$ cat src/rtl/conv_seq_ctrl.sv
// conv_seq_ctrl: sequencer for the 1-D convolution engine.
// It takes in a 2N-sample frame (x then h) and then issues the N*N products
// of the full convolution to the external MAC. Each y[k] is flagged on
// out_valid/out_idx.
// Optional feature: define CONV_CTRL_BACKPRESSURE_EN to add an out_ready port.
// While a result is held and out_ready is low, issuing stalls.
//
//  state  | meaning
//  S_LOAD | accepting samples, busy=0
//  S_CALC | one MAC issue per cycle, k outer / i inner
//  S_DONE | last result valid, frame_done pulse, back to S_LOAD
module conv_seq_ctrl #(
    parameter int N  = 8,
    parameter int AW = 3
) (
    input  logic          clk,
    input  logic          reset,
    input  logic          in_en,
    output logic          busy,
    output logic          buf_we,
    output logic [AW:0]   buf_waddr,
    output logic [AW-1:0] mac_xaddr,
    output logic [AW-1:0] mac_haddr,
    output logic          mac_en,
    output logic          mac_clr,
    output logic          out_valid,
`ifdef CONV_CTRL_BACKPRESSURE_EN
    input  logic          out_ready,
`endif
    output logic [AW:0]   out_idx,
    output logic          frame_done
);

    localparam logic [AW:0]   LAST_LOAD = (AW+1)'(2*N-1);
    localparam logic [AW:0]   LAST_K    = (AW+1)'(2*N-2);
    localparam logic [AW:0]   N_M1      = (AW+1)'(N-1);
    localparam logic [AW-1:0] N_M1_S    = AW'(N-1);

    typedef enum logic [1:0] {
        S_LOAD = 2'd0,
        S_CALC = 2'd1,
        S_DONE = 2'd2
    } state_t;

    state_t        state_q, state_d;
    logic [AW:0]   load_cnt_q, load_cnt_d;
    logic [AW:0]   k_q, k_d;
    logic [AW-1:0] i_q, i_d;
    logic          out_valid_q, out_valid_d;
    logic [AW:0]   out_idx_q, out_idx_d;
    logic          frame_done_q, frame_done_d;

    logic          stall;
    logic [AW:0]   k_next;
    logic [AW-1:0] lo_cur, hi_cur, lo_next;

`ifdef CONV_CTRL_BACKPRESSURE_EN
    assign stall = out_valid_q & ~out_ready;
`else
    assign stall = 1'b0;
`endif

    // The i range for the current k and the next k.
    // lo keeps k-i within 0..N-1, so the h index always fits AW bits.
    assign k_next  = k_q + 1'b1;
    assign lo_cur  = (k_q > N_M1) ? AW'(k_q - N_M1) : '0;
    assign hi_cur  = (k_q > N_M1) ? N_M1_S : k_q[AW-1:0];
    assign lo_next = (k_next > N_M1) ? AW'(k_next - N_M1) : '0;

    // Next-state logic, counter updates, and the MAC issue strobes.
    always_comb begin
        state_d      = state_q;
        load_cnt_d   = load_cnt_q;
        k_d          = k_q;
        i_d          = i_q;
        out_valid_d  = 1'b0;
        out_idx_d    = out_idx_q;
        frame_done_d = 1'b0;
        mac_en       = 1'b0;
        mac_clr      = 1'b0;
        if (stall) begin
            out_valid_d  = out_valid_q;
            frame_done_d = frame_done_q;
        end else begin
            case (state_q)
                S_LOAD: begin
                    if (in_en) begin
                        load_cnt_d = load_cnt_q + 1'b1;
                        if (load_cnt_q == LAST_LOAD) begin
                            load_cnt_d = '0;
                            state_d    = S_CALC;
                        end
                    end
                end
                S_CALC: begin
                    mac_en  = 1'b1;
                    mac_clr = (i_q == lo_cur);
                    if (i_q == hi_cur) begin
                        out_valid_d = 1'b1;
                        out_idx_d   = k_q;
                        if (k_q == LAST_K) begin
                            state_d      = S_DONE;
                            frame_done_d = 1'b1;
                            k_d          = '0;
                            i_d          = '0;
                        end else begin
                            k_d = k_next;
                            i_d = lo_next;
                        end
                    end else begin
                        i_d = i_q + 1'b1;
                    end
                end
                S_DONE: begin
                    state_d = S_LOAD;
                end
                default: begin
                    state_d = S_LOAD;
                end
            endcase
        end
    end

    // State and counter registers.
    // An async reset drops any partial frame.
    always_ff @(posedge clk or negedge reset) begin
        if (!reset) begin
            state_q      <= S_LOAD;
            load_cnt_q   <= '0;
            k_q          <= '0;
            i_q          <= '0;
            out_valid_q  <= 1'b0;
            out_idx_q    <= '0;
            frame_done_q <= 1'b0;
        end else begin
            state_q      <= state_d;
            load_cnt_q   <= load_cnt_d;
            k_q          <= k_d;
            i_q          <= i_d;
            out_valid_q  <= out_valid_d;
            out_idx_q    <= out_idx_d;
            frame_done_q <= frame_done_d;
        end
    end

    assign busy       = (state_q != S_LOAD);
    assign buf_we     = in_en & ~busy;
    assign buf_waddr  = load_cnt_q;
    assign mac_xaddr  = i_q;
    assign mac_haddr  = AW'(k_q - {1'b0, i_q});
    assign out_valid  = out_valid_q;
    assign out_idx    = out_idx_q;
    assign frame_done = frame_done_q;

endmodule

$ cat config.mk
export PLATFORM = sky130hd
export DESIGN_NAME = conv_seq_ctrl
export DESIGN_NICKNAME = d
export VERILOG_FILES = /design/src/rtl/conv_seq_ctrl.sv
export SDC_FILE = /design/constraint.sdc
export NUM_CORES = 1
export LEC_CHECK = 0
export ABC_CLOCK_PERIOD_IN_PS = 2500
export CORE_MARGIN = 2
export CORE_UTILIZATION = 35
export CTS_CLUSTER_SIZE = 25
export DETAILED_ROUTE_END_ITERATION = 10
export PLACE_DENSITY = 0.66
export SLEW_MARGIN = 40
export SYNTH_ARGS = -nofsm -noshare
export SYNTH_HDL_FRONTEND = slang
export SYNTH_SLANG_ARGS = --single-unit
$ cat constraint.sdc
create_clock -name clk -period 2.5 [get_ports clk]
set_input_delay 0.25 -clock clk [delete_from_list [all_inputs] [get_ports clk]]
set_output_delay 0.25 -clock clk [all_outputs]
set_load 0.02 [all_outputs]
==> metrics list <==
- The run finished with clean final reports.
- Core footprint: 3030 um^2
* Sinks on Clock Net: 19
- Via count of the first global-routing pass: between 800 and 900
* Largest vdd supply drop: 0.147 mV
* Overall overflow remaining after global route: 0
* Total Routed Length: 2440 um
* Commonest cells after routing, fill and taps aside: sky130_fd_sc_hd__dfrtp_1, sky130_fd_sc_hd__clkdlybuf4s50_1, sky130_fd_sc_hd__o21ai_0, sky130_fd_sc_hd__nand2_1, sky130_fd_sc_hd__inv_1
- Leakage: ~0.6 nW
- Detailed placer's ending HPWL: 1810 um
* Post-synthesis instance area: approximately 1100 um^2
- Worst slew margin relative to its limit: 0.549
- Instance count after placement with tap cells included: 184
- Cts bufs inserted: 3
- Synthesis instantiated 36 different standard cells from the library.
* Final Slew Violations: 0
- At the pin with the least slew margin, the transition time is between 0.6 and 0.7 ns.
- After layout, the minimum clock period comes to 2.35 ns.
- Initial drt markers: 45
- Of the synthesized area, sequential elements account for 0.430.
- Share of cells above drive strength 1: 0.138
* Placement Setup Slack: 0.143 ns
- In this run the count of I/O pins placed on the die edge is 23.
* Avg Cell Area, Syn: 9.52 um^2
- Pwr Density: 332 nW/um^2
- In the finished design, the share of the clock period the worst path needs comes to 0.940.
- Maximum level of the CTS H-tree: 1
- Data on the critical path arrives at its endpoint at 2.10 ns.
- After synthesis the netlist holds a flip-flop and latch count of 19.
- Derived from the worst setup path, the maximum achievable clock frequency is around 0.43 GHz.
* Worst-skew pair later-pin latency: 0.30 ns
- Layout overhead on the synthesized area: 30.7%
- Setup repair after global routing left no endpoint under its margin.
- The first detailed-routing pass ran for 4 iterations.
- On the final layout, the worst clock skew is 0.00386 ns.
* Count of input and output buffers: 22
- Crit Path Class: register to output pin
- RD Place Congestion: 0.802
- In the routed design, unresolved DRC markers number 0.
* Die extent in y: 60.2 um
* Setup TNS: 0 ns
- Yosys printed 0 warnings.
* Cells after synthesis: 116
- Via-per-instance ratio: 4.94
- Counting every net in the synthesized netlist gives 126.
* Capturing element type of the critical path: output pin
- TritonCTS clock tree: yes
- Once detail routing completed, the nets flagged for antenna violations numbered 0.
* Clk buf depth: 2
* Starting density of the core: 0.365
* Hold crit path type: input port to asynchronous set/reset pin
- # rows: 20
- Leaving out fill and tap cells, the most frequent cell in the layout is sky130_fd_sc_hd__dfrtp_1.
- The die covers 3620 um^2.
- Hold Fails Final Rpt: 0
- In the global route stage, overall resource usage came out at 0.155.
* Root cell of the clock tree: sky130_fd_sc_hd__clkbuf_4
- Per-cell routed wire length: 12.9 um
- Number of vias in the routed layout: 934
- For this run, the post-layout net count is 156.
* Reported max-cap violation count: 0
* Clock slew at the register clock pins of the worst setup and hold paths: ~0.11 ns
- Data required time at the worst endpoint: ~2.3 ns
- The floorplan step set the die width to 60.2 um.
- In this run the worst path has a maximum fanout of 6.
- Largest net degree at the start of global routing: 20
- Non-Filler Instances: 189
- Post-route total power: 0.000480 W
* Finish-stage setup viols: 0
* Category of the worst setup path launch point: register
* Antenna cells: 0
* Initial antenna violation count: 0
- The first global-routing pass estimated between 4000 and 5000 um of wire.
- The worst path meets setup with around 0.15 ns of slack.
power breakdown:
part / switching [W] / internal (W) / total [W]
Clock: 0.0000975 / 0.0000597 / 0.000157
Sequential: 0.00000111 / 0.000308 / 0.000309
Combinational: 0.00000879 / 0.00000495 / 0.0000137
Total: 0.000107 / 0.000373 / 0.000480
cells in the mapped netlist:
master / count / area, um^2
sky130_fd_sc_hd__a2111oi_0: 1 / 8.76
sky130_fd_sc_hd__a211o_1: 1 / 8.76
sky130_fd_sc_hd__a211oi_1: 1 / 7.51
sky130_fd_sc_hd__a21oi_1: 3 / 15.0
sky130_fd_sc_hd__a221oi_2: 1 / 15.0
sky130_fd_sc_hd__a31oi_1: 1 / 6.26
sky130_fd_sc_hd__and3_1: 1 / 6.26
sky130_fd_sc_hd__and4_1: 1 / 8.76
sky130_fd_sc_hd__buf_2: 1 / 5.00
sky130_fd_sc_hd__buf_6: 1 / 11.3
sky130_fd_sc_hd__clkbuf_1: 3 / 11.3
sky130_fd_sc_hd__clkinv_1: 1 / 3.75
sky130_fd_sc_hd__dfrtp_1: 19 / 475
sky130_fd_sc_hd__fa_1: 1 / 20.0
sky130_fd_sc_hd__ha_1: 6 / 75.1
sky130_fd_sc_hd__inv_1: 9 / 33.8
sky130_fd_sc_hd__mux2_2: 3 / 33.8
sky130_fd_sc_hd__mux2i_1: 1 / 10.0
sky130_fd_sc_hd__nand2_1: 11 / 41.3
sky130_fd_sc_hd__nand2b_1: 1 / 6.26
sky130_fd_sc_hd__nand3_1: 5 / 25.0
sky130_fd_sc_hd__nand3b_1: 1 / 7.51
sky130_fd_sc_hd__nand4_1: 1 / 6.26
sky130_fd_sc_hd__nor2_1: 8 / 30.0
sky130_fd_sc_hd__nor3b_1: 1 / 7.51
sky130_fd_sc_hd__nor4_1: 1 / 6.26
sky130_fd_sc_hd__o211ai_1: 1 / 7.51
sky130_fd_sc_hd__o211ai_2: 1 / 12.5
sky130_fd_sc_hd__o21ai_0: 12 / 60.1
sky130_fd_sc_hd__o21ai_1: 2 / 10.0
sky130_fd_sc_hd__o31ai_1: 1 / 7.51
sky130_fd_sc_hd__o41ai_1: 1 / 8.76
sky130_fd_sc_hd__or2_2: 1 / 6.26
sky130_fd_sc_hd__or3_1: 3 / 18.8
sky130_fd_sc_hd__xnor2_1: 5 / 43.8
sky130_fd_sc_hd__xor2_1: 5 / 43.8
per-stage QoR:
step | util | cell area, um^2 | hold WS [ns]
floorplan | - | 1110 | -0.0456
global placement | 0.464 | 1410 | 0.467
detailed placement | 0.463 | 1400 | 0.223
CTS | 0.474 | 1440 | 0.429
global route | 0.477 | 1440 | 0.455
finish | 0.477 | 1440 | 0.412
what timing repair did:
| item | 4_1_cts | 5_1_grt |
|---|---|---|
| setup buffers | 0 | 0 |
| resized for setup | 2 | 5 |
| endpoints found under the setup margin | 2 | 3 |
| endpoints found under the hold margin | 19 | 0 |
| hold buffers | 1 | 0 |
state kept, by name, summed over array words and instances, names as in the netlist:
signal      count
buf_waddr       4
k_q             4
out_idx         4
mac_xaddr       3
state_q         2
frame_done      1
out_valid       1
area by class of cell:
| class | instances | area [um^2] |
|---|---|---|
| clock inverter | 1 | 5.00 |
| inverter | 10 | 37.5 |
| clock buffer | 3 | 22.5 |
| tap | 44 | 55.1 |
| fill | 291 | 1580 |
| multi-input combinational | 82 | 573 |
| timing repair buffer | 30 | 275 |
| sequential | 19 | 475 |
kinds of logic after synthesis:
logic type | after synthesis | synth area share
AOI/OAI and AO/OA | 26 | 0.152
buffers and inverters | 15 | 0.0589
muxes | 4 | 0.0396
xor gates and xnor gates | 10 | 0.0793
DFF | 19 | 0.430
adders and majority gates | 7 | 0.0861
and+or+nand+nor | 35 | 0.154
final timing paths:
path | start | cells past startpoint | endpoint | slack (ns)
max | k_q[0] | 7 | mac_haddr[2] | 0.15
min | reset | 2 | out_idx[2] | 0.41
max reg2reg | k_q[3] | 5 | k_q[1] | 0.26
min reg2reg | out_idx[0] | 2 | out_idx[0] | 0.49
max in group asynchronous | reset | 2 | k_q[0] | 1.79
min in group clk | out_idx[0] | 2 | out_idx[0] | 0.49
critical path, stage by stage, from the launching register on:
cell and delay [ns]:
sky130_fd_sc_hd__dfrtp_1 0.39, sky130_fd_sc_hd__inv_1 0.07, sky130_fd_sc_hd__buf_4 0.16, sky130_fd_sc_hd__ha_1 0.19, sky130_fd_sc_hd__fa_1 0.37, sky130_fd_sc_hd__xnor2_1 0.17
sky130_fd_sc_hd__xnor2_1 0.14, sky130_fd_sc_hd__clkdlybuf4s15_1 0.32
metal layers:
layer	wire, um	GRT usage
met5	0	0
met3	107	0.0195
met1	1140	0.215
met4	50	0.0857
met2	1140	0.231
No activity file was read; power rests on OpenSTA's default activity.
